$ cat src/rtl/fm_tuner_config_seq.sv
// FM tuner configuration sequencer: power-up delay, init-table writes, then
// single host writes, each one a watchdog-guarded write-only I2C transaction.
module fm_tuner_config_seq #(
  parameter int unsigned N_REGS      = 8,
  parameter logic [6:0]  DEV_ADDR    = 7'h11,
  parameter int unsigned WAIT_CYCLES = 50000,
  parameter int unsigned TIMEOUT     = 4000
) (
  input  logic                    clk,
  input  logic                    reset,
  input  logic [N_REGS-1:0][15:0] init_data,
  input  logic                    host_req,
  input  logic [15:0]             host_data,
  output logic                    host_ack,
  output logic                    busy,
  output logic                    init_done,
  output logic                    error,
  output logic [6:0]              i2c_addr,
  output logic [1:0][7:0]         i2c_wdata,
  output logic                    i2c_req,
  input  logic                    i2c_ack
);

  localparam int unsigned CNT_MAX = (WAIT_CYCLES > TIMEOUT) ? WAIT_CYCLES : TIMEOUT;
  localparam int unsigned CNT_W   = $clog2(CNT_MAX + 1);
  localparam int unsigned IDX_W   = $clog2(N_REGS) + 1;

  typedef enum logic [2:0] {
    S_WAIT,
    S_INIT_REQ,
    S_INIT_WAIT,
    S_IDLE,
    S_HOST_REQ,
    S_HOST_WAIT
  } state_t;

  state_t           r_state, w_state_nxt;
  logic [CNT_W-1:0] r_cnt, w_cnt_nxt;
  logic [IDX_W-1:0] r_idx, w_idx_nxt, w_idx_sel;
  logic [15:0]      r_wdata, w_wdata_nxt, w_init_word;
  logic             r_req, w_req_nxt;
  logic             r_host_ack, w_host_ack_nxt;
  logic             r_busy, w_busy_nxt;
  logic             r_init_done, w_init_done_nxt;
  logic             r_error, w_error_nxt;
  logic             w_wait_done, w_tmo, w_last;

  assign w_wait_done = (r_cnt == CNT_W'(WAIT_CYCLES - 1));
  assign w_tmo       = (r_cnt == CNT_W'(TIMEOUT - 1));
  assign w_last      = (r_idx == IDX_W'(N_REGS - 1));

  // The word register is loaded on entry to INIT_REQ, so the table is read
  // one entry ahead of idx while an init word is outstanding.
  always_comb begin
    w_idx_sel   = (r_state == S_INIT_WAIT) ? r_idx + IDX_W'(1) : r_idx;
    w_init_word = '0;
    for (int unsigned k = 0; k < N_REGS; k++) begin
      if (w_idx_sel == IDX_W'(k)) w_init_word = init_data[k];
    end
  end

  always_comb begin
    w_state_nxt     = r_state;
    w_cnt_nxt       = r_cnt;
    w_idx_nxt       = r_idx;
    w_wdata_nxt     = r_wdata;
    w_host_ack_nxt  = 1'b0;
    w_init_done_nxt = r_init_done;
    w_error_nxt     = r_error;
    case (r_state)
      S_WAIT: begin
        if (w_wait_done) begin
          w_state_nxt = S_INIT_REQ;
          w_wdata_nxt = w_init_word;
        end else begin
          w_cnt_nxt = r_cnt + CNT_W'(1);
        end
      end
      S_INIT_REQ: begin
        w_cnt_nxt   = '0;
        w_state_nxt = S_INIT_WAIT;
      end
      S_INIT_WAIT: begin
        // A coincident ack beats expiry, leaving the error flag untouched.
        if (i2c_ack || w_tmo) begin
          if (!i2c_ack) w_error_nxt = 1'b1;
          if (w_last) begin
            w_state_nxt     = S_IDLE;
            w_init_done_nxt = 1'b1;
          end else begin
            w_idx_nxt   = r_idx + IDX_W'(1);
            w_wdata_nxt = w_init_word;
            w_state_nxt = S_INIT_REQ;
          end
        end else begin
          w_cnt_nxt = r_cnt + CNT_W'(1);
        end
      end
      S_IDLE: begin
        if (host_req) begin
          w_wdata_nxt = host_data;
          w_state_nxt = S_HOST_REQ;
        end
      end
      S_HOST_REQ: begin
        w_cnt_nxt   = '0;
        w_state_nxt = S_HOST_WAIT;
      end
      S_HOST_WAIT: begin
        if (i2c_ack || w_tmo) begin
          if (!i2c_ack) w_error_nxt = 1'b1;
          w_host_ack_nxt = 1'b1;
          w_state_nxt    = S_IDLE;
        end else begin
          w_cnt_nxt = r_cnt + CNT_W'(1);
        end
      end
      default: w_state_nxt = S_WAIT;
    endcase
    w_req_nxt  = (w_state_nxt == S_INIT_REQ) || (w_state_nxt == S_HOST_REQ);
    w_busy_nxt = (w_state_nxt != S_IDLE);
  end

  always_ff @(posedge clk) begin
    if (reset) begin
      r_state     <= S_WAIT;
      r_cnt       <= '0;
      r_idx       <= '0;
      r_wdata     <= '0;
      r_req       <= 1'b0;
      r_host_ack  <= 1'b0;
      r_busy      <= 1'b1;
      r_init_done <= 1'b0;
      r_error     <= 1'b0;
    end else begin
      r_state     <= w_state_nxt;
      r_cnt       <= w_cnt_nxt;
      r_idx       <= w_idx_nxt;
      r_wdata     <= w_wdata_nxt;
      r_req       <= w_req_nxt;
      r_host_ack  <= w_host_ack_nxt;
      r_busy      <= w_busy_nxt;
      r_init_done <= w_init_done_nxt;
      r_error     <= w_error_nxt;
    end
  end

  assign i2c_addr  = DEV_ADDR;
  assign i2c_wdata = r_wdata;
  assign i2c_req   = r_req;
  assign host_ack  = r_host_ack;
  assign busy      = r_busy;
  assign init_done = r_init_done;
  assign error     = r_error;

endmodule
$ cat config.mk
export PLATFORM = sky130hd
export DESIGN_NAME = fm_tuner_config_seq
export DESIGN_NICKNAME = d
export VERILOG_FILES = /design/src/rtl/fm_tuner_config_seq.sv
export SDC_FILE = /design/constraint.sdc
export NUM_CORES = 1
export LEC_CHECK = 0
export CELL_PAD_IN_SITES_DETAIL_PLACEMENT = 1
export CELL_PAD_IN_SITES_GLOBAL_PLACEMENT = 2
export CORE_AREA = 2 2 131 133
export CTS_CLUSTER_DIAMETER = 150
export DETAILED_ROUTE_END_ITERATION = 12
export DIE_AREA = 0 0 133 135
export PLACE_DENSITY_LB_ADDON = 0.15
export SLEW_MARGIN = 25
export SYNTH_ARGS = -nofsm -noshare
export SYNTH_HDL_FRONTEND = slang
export SYNTH_SLANG_ARGS = --single-unit
$ cat constraint.sdc
create_clock -name clk -period 7.25 [get_ports clk]
set_input_delay 1.0875 -clock clk [delete_from_list [all_inputs] [get_ports clk]]
set_output_delay 1.0875 -clock clk [all_outputs]
set_load 0.005 [all_outputs]
* Yosys cells after proc, flatten, opt, wreduce, memory -nomap -nowiden
Cells that the tools add are included.
** Storage, ports and cells
- Bits in registers :: 44
- Bits of input ports :: 148
- Output and inout bits :: 28
- Word-level logic and storage cells :: 76
** Operators by class
- Add/sub/neg operators :: 2
- Eq/ne operators :: 24
- Bitwise gates (word level) :: 3
- Reduce and logical (&&, ||, !) cells :: 14
- Muxes and demuxes :: 24
** Operators by type and width (count)
- 2-to-1 mux 16 bit :: 14
- one-hot mux 16 bit (3 select lines) :: 2
- == test 4 x 3 -> 1 bit, second input constant :: 5
- one-hot mux 3 bit (6 select lines) :: 1
- adder 16 x 1 -> 16 bit, second input constant :: 1
- == test 16 x 12 -> 1 bit, second input constant :: 1
- == test 16 bit, second input constant :: 1
- 2-to-1 mux 3 bit :: 4
- AND reduction 3 bit :: 4
- != test 2 bit, second input constant :: 5
- == test 3 bit, second input constant :: 3
- == test 4 x 2 -> 1 bit, second input constant :: 2
- == test 3 x 1 -> 1 bit, second input constant :: 2
- == test 3 x 2 -> 1 bit, second input constant :: 2
- nonzero test 3 bit :: 2
- OR reduction 2 bit :: 3
- AND reduction 5 bit :: 1
- adder 4 x 1 -> 4 bit, second input constant :: 1
- == test 4 x 1 -> 1 bit, second input constant :: 1
- zero test 4 bit :: 1
- 2-to-1 mux 4 bit :: 1
- zero test 3 bit :: 1
- != test 3 x 2 -> 1 bit, second input constant :: 1
- inverter 1 bit :: 3
- other kinds (4) :: 5

* Longest topological paths before layout
Gate-level depths: netlist of the first run.
- Depth in word-level cells :: 14
- Mapped depth :: 10
- Gate-level depth less buffers :: 7

* Worst setup path after synthesis of the first run
No wires, ideal clock.
- Path kind :: register to register
- From :: register r_idx[0]
- To :: register r_wdata[10] (netlist: i2c_wdata[10])
- Data required time :: 7.122 ns
- Buffers on the path :: 2
- Slack :: 4.634 ns
- Library setup time :: 0.128 ns
- Period minus slack after synthesis :: 2.616 ns
- Cell stages (with the launch flop) :: 9
- Arrival :: 2.489 ns
- Path through :: dfxtp_1 ha_1 or4b_2 buf_2 o22a_1 or2_1 clkbuf_1 o221ai_1 o211ai_2
** On the way
- Cells in the longest elaborated chain, start to end :: 14
- Elaborated cells between the ends (all ways) :: 25
- Classes of those cells :: add/sub: 1; eq/ne: 9; mux: 13; reduce/logical: 2
** RTL lines
- from (decl) :: line 39 : logic [IDX_W-1:0] r_idx, w_idx_nxt, w_idx_sel;
- from (signal assigned) :: line 138 : r_idx <= w_idx_nxt;
- adder 4 x 1 -> 4 bit :: line 55 : w_idx_sel = (r_state == S_INIT_WAIT) ? r_idx + IDX_W'(1) : r_idx;
- 2-to-1 mux 4 bit :: line 55
- zero test 4 bit :: line 58 : if (w_idx_sel == IDX_W'(k)) w_init_word = init_data[k];
- 2-to-1 mux 16 bit (8 in a row) :: line 58
- 2-to-1 mux 16 bit :: line 87 : if (w_last) begin
- 2-to-1 mux 16 bit :: line 85 : if (i2c_ack || w_tmo) begin
- one-hot mux 16 bit (3 select lines) :: line 70 : case (r_state)
- to (signal assigned) :: line 139 : r_wdata <= w_wdata_nxt;
- to (decl) :: line 40 : logic [15:0] r_wdata, w_wdata_nxt, w_init_word;
Parallel ways exist; a longest one is shown, timed or not. The select of a mux whose other input is x is not followed.
A chain may end at the register's enable or synchronous reset.

* Final worst setup path of the first run
- From :: register r_idx[0]
- To :: register r_wdata[3] (netlist: i2c_wdata[3])
Same word-level chain as after synthesis.

==> implementation parameters, run 1 <==
Parameter                              Value

Run status
  Status    finished, final reports clean

Yosys
  Share of flip-flops with an asynchronous set or reset after synthesis    0%
  Fraction of post-synthesis cell area in the top cell type by area    a little over a fifth
  Most area-consuming cells after synthesis    dfxtp_1 (22%), a21oi_1 (5.8%), mux2i_1 (4.2%)
  Count of synthesis-stage warnings from yosys    0
  Post-synth EDFFs    0
  Average cell area after synthesis    7.84 um2
  Primary flip-flop cell chosen by synthesis mapping    dfxtp_1
  Number of distinct library cells after synthesis    79
  Synth area leader    dfxtp_1
  Register bit total from synthesis    44
  Netlist Area Pre-Place    between 4000 and 5000 um2
  Part of the Yosys area used for sequential elements    21.6%
  Number of instances in the synthesized netlist    520

Floorplanning
  Starting density of the core    approximately 25%
  Die height    between 100 and 150 um
  Die ar.    18000 um2
  Total I/O pin count    roughly 180
  Rows    47
  Area of the core region    roughly 16000 um2
  Die Width    between 100 and 150 um

Worst setup path
  WP depth    8
  Critical-path maximum fanout    61
  Crit Path Category    reg2reg
  Worst path max stage delay    between 0.8 and 0.9 ns
  Master of the slowest instance on the critical path    or4b_2
  Critical path startpoint category    flip-flop
  WP data required    ~7.5 ns
  Data arrival time of the critical path    between 4 and 5 ns
  Crit path capture type    flip-flop
  Series of cell instances along the critical path    buf_4 > ha_1 > or4b_2 > o22ai_2 > a32oi_1 > a31oi_1 > o221ai_1 > o211ai_1
  Critical path buffers and inverters    1
  Crit-path leading delay family    compound AO/OA/AOI/OAI gates
  Worst reg-to-reg path cell count    8

Detailed routing
  DRC viols    0
  Antenna violation net count after detailed routing    0
  Avg Vias per Cell    around 5.6
  Average detailed-routed wire length per instance    about 22 um
  Via total after detailed routing    4918
  Number of iterations in the first detailed-routing pass    5
  DRC marker count from the first detailed-route iteration    296
  Routed WL    about 19000 um

STA
  Final Hold Fails    0
  Fin crit period    roughly 3.8 ns
  Final worst-path cycle share    a little over half
  Final TNS setup    0 ns
  RSZ-0062 raised after global routing    false
  Peak clock frequency supported by timing    around 0.26 GHz
  Worst setup margin    approximately 3.5 ns
  Final slew viol count    0
  Worst Tran Pin Value    0.984 ns
  Setup Viol. Count Final    0
  Clock skew    between 0.009 and 0.01 ns
  Max-slew headroom    between 30 and 40%

Place
  Half-perimeter wire length after detailed placement    between 10000 and 15000 um
  Routability congestion estimate from global placement    just under 0.9
  Port-buffer cells    approximately 170
  Post-Place Setup Slack    3.27 ns

Finish
  Layout net count    804
  Relative area change from synthesis to final layout    47.0%
  Diode count    0
  Share of cells above drive strength 1    a little under a tenth
  # fillers    between 1500 and 2000

Power
  Power density normalized to cell area    approximately 110 nW/um2
  Worst vdd ir    roughly 0.00007 V
  Leakage power of the design    around 1.9 nW

Global routing
  Initial antenna violation count    0
  Largest net degree at the start of global routing    a little over 60
  Final global-route overflow total    0
  GRT Util Overall    a little over a fifth
  First-pass GRT wire length    29400 um
  Number of global-route vias before repair    approximately 5000

Worst hold path
  Number of instances on the worst hold path    2
  Class of the tightest hold or removal check    reg2reg

Clock network
  Number of hold-repair buffers added at the cts stage    0
  Clock tree from TritonCTS    done
  Total CTS buffers    5
  Clock sink count    44
  CTS clock-pin slew for the worst setup and hold paths    about 0.060 ns
  Insertion delay of the later-clocked pin in the worst-skew pair    around 0.30 ns
  Clk Tree Root Cell    clkbuf_16
  Post-CTS Repair Setup Buffers    0
  Depth of the CTS H-tree    2
  Max clock buf depth    2
  Number of cells upsized or downsized after cts    0

Job
  Number of violations of the max-capacitance limit    0
## path summary, 6_finish.rpt
| path | slack, ns | from | end |
|---|---|---|---|
| worst max-delay path | 3.45 | r_idx[0] | i2c_wdata[3] |
| worst min-delay path | 0.47 | i2c_wdata[13] | i2c_wdata[13] |
| worst max register to register | 3.45 | r_idx[0] | i2c_wdata[3] |
| worst min register to register | 0.47 | i2c_wdata[13] | i2c_wdata[13] |
## cell type report
type | instances | area [um2] | share of cell area (%)
well taps | 220 | 275 | 4.59
flip-flops and latches | 44 | 883 | 14.7
repair buffers | 178 | 1760 | 29.3
clock inverters | 2 | 35.0 | 0.585
clock buffers | 6 | 129 | 2.15
inverters | 4 | 15.0 | 0.251
multi-input cells | 421 | 2900 | 48.4
## per-stage QoR
| step | instances | cell area, um2 | hold WS (ns) | utilization, % | power, mW |
|---|---|---|---|---|---|
| 3_3_place_gp | 866 | 5820 | 0.436 | 35.5 | 0.374 |
| 5_1_grt | 875 | 5990 | 0.496 | 36.5 | 0.661 |
| 6_report | 875 | 5990 | 0.465 | 36.5 | 0.637 |
| 3_5_place_dp | 867 | 5830 | 0.461 | 35.5 | 0.374 |
| 4_1_cts | 875 | 5990 | 0.469 | 36.5 | 0.644 |
| 2_1_floorplan | 525 | 4100 | 0.444 | - | 0.278 |
## synth_stat cells (all sizes together) (13+ instances only)
| library cell | count |
|---|---|
| dfxtp | 44 |
| buf | 25 |
| a31oi | 17 |
| or3 | 13 |
| a221o | 15 |
| nand2 | 30 |
| a21oi | 47 |
| o211ai | 27 |
| o21ai | 34 |
| mux2i | 17 |
| a22oi | 13 |
| clkbuf | 31 |
| nor2 | 45 |
## worst register-to-register path: cells and delay by family, from the launching register on
| kind | cells | cell delay (ns) |
|---|---|---|
| buf+inv | 1 | 0.53 |
| flops | 1 | 0.31 |
| compound gates | 5 | 1.58 |
| simple gates | 1 | 0.86 |
| fa+ha+maj | 1 | 0.44 |
## flip-flops by register name, summed over array words and instances, names as in the netlist, 3 cells and up
register and count:
r_cnt 16, r_idx 4, r_state 3, i2c_wdata 16
## kinds of logic (layout without fill, tap and decap cells)
logic type / count (synthesis) / in the layout / synth area share, %
flops: 44 / 44 / 21.6
buf+inv: 60 / 190 / 8.32
xor+xnor: 7 / 7 / 1.50
fa+ha+maj: 2 / 2 / 0.614
other cells: 2 / 7 / 0.184
compound gates: 219 / 219 / 38.7
mux: 20 / 20 / 5.56
simple gates: 166 / 166 / 23.5
## power by group
part | internal, mW | leakage [nW] | switching (mW)
Combinational | 0.0836 | 1.47 | 0.0416
Clock | 0.162 | 0.0808 | 0.105
Sequential | 0.243 | 0.356 | 0.00162
Total | 0.489 | 1.90 | 0.148
## layout by cell type (no fill, tap or decap), types with 4 or more instances in the layout
cell	Yosys	layout
nor3b_1	5	5
o21ai_2	7	7
a22oi_1	13	13
a221o_1	15	15
o21ai_0	26	26
o211ai_2	6	6
mux2i_1	17	17
nor3_1	6	6
a21oi_1	47	47
nand3_1	7	7
a31oi_1	17	17
nand2_1	29	29
nand4_1	10	10
conb_1	2	7
dfxtp_1	44	42
o221ai_1	12	12
a32oi_1	12	12
nand3b_1	6	6
inv_1	4	4
xnor2_1	4	4
o22ai_1	6	5
and2_1	6	6
clkbuf_16	0	5
nor2_1	45	45
or3_1	11	11
clkdlybuf4s50_1	0	168
o211ai_1	21	21
o32ai_1	6	6
buf_4	8	10
## per-layer routing
metal  wire length (um)  vias up  GRT usage (%)  part of all wire (%)
met5                  0        -              0                     0
met4                427        0           5.62                   2.3
met3               1230       24           4.50                   6.5
met2               9050      173           35.9                    48
met1               8230     2410           26.3                    43
li1                   -     2311              -                     -
Power figures use the tool's default switching activity.
==> run 2, diff against run 1 <==
--- a/config.mk
+++ b/config.mk
@@ -7,10 +7,10 @@
 export LEC_CHECK = 0
 export CELL_PAD_IN_SITES_DETAIL_PLACEMENT = 1
 export CELL_PAD_IN_SITES_GLOBAL_PLACEMENT = 2
-export CORE_AREA = 2 2 131 133
+export CORE_AREA = 2 2 143 145
 export CTS_CLUSTER_DIAMETER = 150
 export DETAILED_ROUTE_END_ITERATION = 12
-export DIE_AREA = 0 0 133 135
+export DIE_AREA = 0 0 145 147
 export PLACE_DENSITY_LB_ADDON = 0.15
 export SLEW_MARGIN = 25
 export SYNTH_ARGS = -nofsm -noshare
==> constraint.sdc (replaced) <==
create_clock -name clk -period 3.12 [get_ports clk]
set_input_delay 0.468 -clock clk [delete_from_list [all_inputs] [get_ports clk]]
set_output_delay 0.468 -clock clk [all_outputs]
set_load 0.005 [all_outputs]
==> implementation parameters, run 2 (same netlist as run 1, synthesis figures left out) <==
Parameter                              Value

Run status
  Status    finished, final reports clean

Floorplanning
  Die height    roughly 150 um
  Die ar.    ~21000 um2
  Rows    52
  Total I/O pin count    roughly 180
  Starting density of the core    slightly above 20%
  Area of the core region    19800 um2
  Die Width    about 150 um

Worst hold path
  Min-delay src    i2c_wdata[13]
  Class of the tightest hold or removal check    reg2reg

Worst setup path
  Critical path startpoint category    flip-flop
  WP data required    around 3.3 ns
  Crit Path Category    reg2reg
  Data arrival time of the critical path    around 3 ns
  Worst reg2reg setup slack    around 0.27 ns
  Origin of the worst setup path    r_idx[0]
  Critical register-to-register path startpoint    r_idx[0]
  Crit path capture type    flip-flop
  Critical-path maximum fanout    60

STA
  RSZ-0062 raised after global routing    false
  Worst Tran Pin Value    a little under 0.7 ns
  Final worst-path cycle share    between 90% and 100%
  Setup Viol. Count Final    0
  Clock skew    0.0109 ns
  Final slew viol count    0
  Max-slew headroom    between 50% and 60%
  Final Hold Fails    0
  Final TNS setup    0 ns
  Fin crit period    2.85 ns
  Worst setup margin    0.269 ns
  Peak clock frequency supported by timing    between 0.3 and 0.4 GHz

Clock network
  Insertion delay of the later-clocked pin in the worst-skew pair    ~0.3 ns
  CTS clock-pin slew for the worst setup and hold paths    around 0.07 ns
  Clk Tree Root Cell    clkbuf_16
  Total CTS buffers    5
  Clock sink count    44
  Clock tree from TritonCTS    done
  Max clock buf depth    2
  Depth of the CTS H-tree    2
  Post-CTS Repair Setup Buffers    0

Place
  Port-buffer cells    between 150 and 200
  Post-Place Setup Slack    0.281 ns
  Routability congestion estimate from global placement    0.903
  Placement Cell Area    between 6000 and 7000 um2
  Half-perimeter wire length after detailed placement    between 15000 and 20000 um

Global routing
  First-pass GRT wire length    slightly above 30000 um
  Final global-route overflow total    0
  Largest net degree at the start of global routing    61
  GRT Util Overall    18.5%
  Initial antenna violation count    2
  Number of global-route vias before repair    roughly 5000

Finish
  Share of cells above drive strength 1    a little under an eighth
  Top library cells by usage in the layout, fill and taps aside    clkdlybuf4s50_1 (168), a21oi_1 (47), nor2_1 (45), dfxtp_1 (43), nand2_1 (29)
  Leading cell type in the layout, fill and taps excluded    clkdlybuf4s50_1
  Layout net count    a little over 800
  Final Instance Area    roughly 6200 um2
  # fillers    about 2300
  Relative area change from synthesis to final layout    52.1%

Power
  Worst vdd ir    0.000196 V
  Share of total power in the clock network    43.2%
  Power share of the sequential group    a little under two fifths
  Internal power of the cells    about 1.2 mW
  Leakage power of the design    just under 2 nW
  Total net switching power    around 360 uW
  Power density normalized to cell area    roughly 240 nW/um2
  Relative contribution of combinational cells to total power    just under 20%
  Design Power    1.52 mW
  Sw Ratio    23.4%

Job
  Number of violations of the max-capacitance limit    0

Detailed routing
  Antenna violation net count after detailed routing    0
  Avg Vias per Cell    5.20
  DRC marker count from the first detailed-route iteration    roughly 250
  Number of iterations in the first detailed-routing pass    4
  Via total after detailed routing    about 5000
  Routed WL    20000 um
  Average detailed-routed wire length per instance    about 21 um
  DRC viols    0
run 2: changes by cell type in the layout (fill, tap and decap cells not counted):
cell,delta
o311a_2,+1
diode_2,+3
buf_4,+14
dfxtp_2,-1
clkinv_2,-1
buf_12,+1
clkinv_4,+1
o311a_1,-1
dfxtp_1,+1
clkbuf_1,-1
clkbuf_8,+1
run 2: timing repair:
| action | 4_1_cts | 5_1_grt |
|---|---|---|
| resized for setup | 0 | 1 |
| setup endpoints to repair | 0 | 2 |
| hold buffers | 0 | 0 |
run 2: final cells by class:
cell class              count  area (um2)  share of cell area [%]
diodes                      3        7.51                   0.121
clock buffers               6         139                    2.24
clock inverters             2        38.8                   0.625
inverters                   4        15.0                   0.242
multi-input cells         421        2900                    46.8
flip-flops and latches     44         882                    14.2
well taps                 270         338                    5.45
repair buffers            193        1880                    30.3
run 2: path summary, 6_finish.rpt:
| path | end | cells past startpoint |
|---|---|---|
| worst max register to register | i2c_wdata[12] | 7 |
| worst min register to register | i2c_wdata[13] | 2 |
| worst min-delay path | i2c_wdata[13] | 2 |
| worst max-delay path | i2c_wdata[12] | 7 |
run 2: worst max-delay path: stages, from the launching register on:
cell and delay, ns:
dfxtp_2 0.33, buf_4 0.55, nand2_1 0.28, nor4_1 0.44, o31ai_2 0.18, or2_1 0.42
o221ai_1 0.41, o211ai_2 0.10
run 2: layer usage:
metal  up-vias  share of wire [%]  global-route usage, %
li1       2345                  -                      -
met3        11                5.4                   3.91
met5         -                  0                      0
met1      2387                 46                   24.3
met2       158                 48                   31.6
met4         0               0.87                   3.56
run 2: power by group through the flow:
stage | sequential (mW) | clock [mW] | combinational [mW]
after floorplan | 0.580 | 0 | 0.0659
after global placement | 0.581 | 0 | 0.292
after detailed placement | 0.582 | 0 | 0.292
after CTS | 0.568 | 0.675 | 0.295
after global routing | 0.569 | 0.699 | 0.312
final | 0.569 | 0.655 | 0.293
run 2: per-stage QoR:
| stage | hold WS [ns] | utilization (%) | cells |
|---|---|---|---|
| floorplan | 0.444 | - | 525 |
| global placement | 0.437 | 30.3 | 932 |
| detailed placement | 0.452 | 30.3 | 932 |
| CTS | 0.462 | 31.2 | 940 |
| global route | 0.498 | 31.2 | 941 |
| finish | 0.462 | 31.3 | 943 |
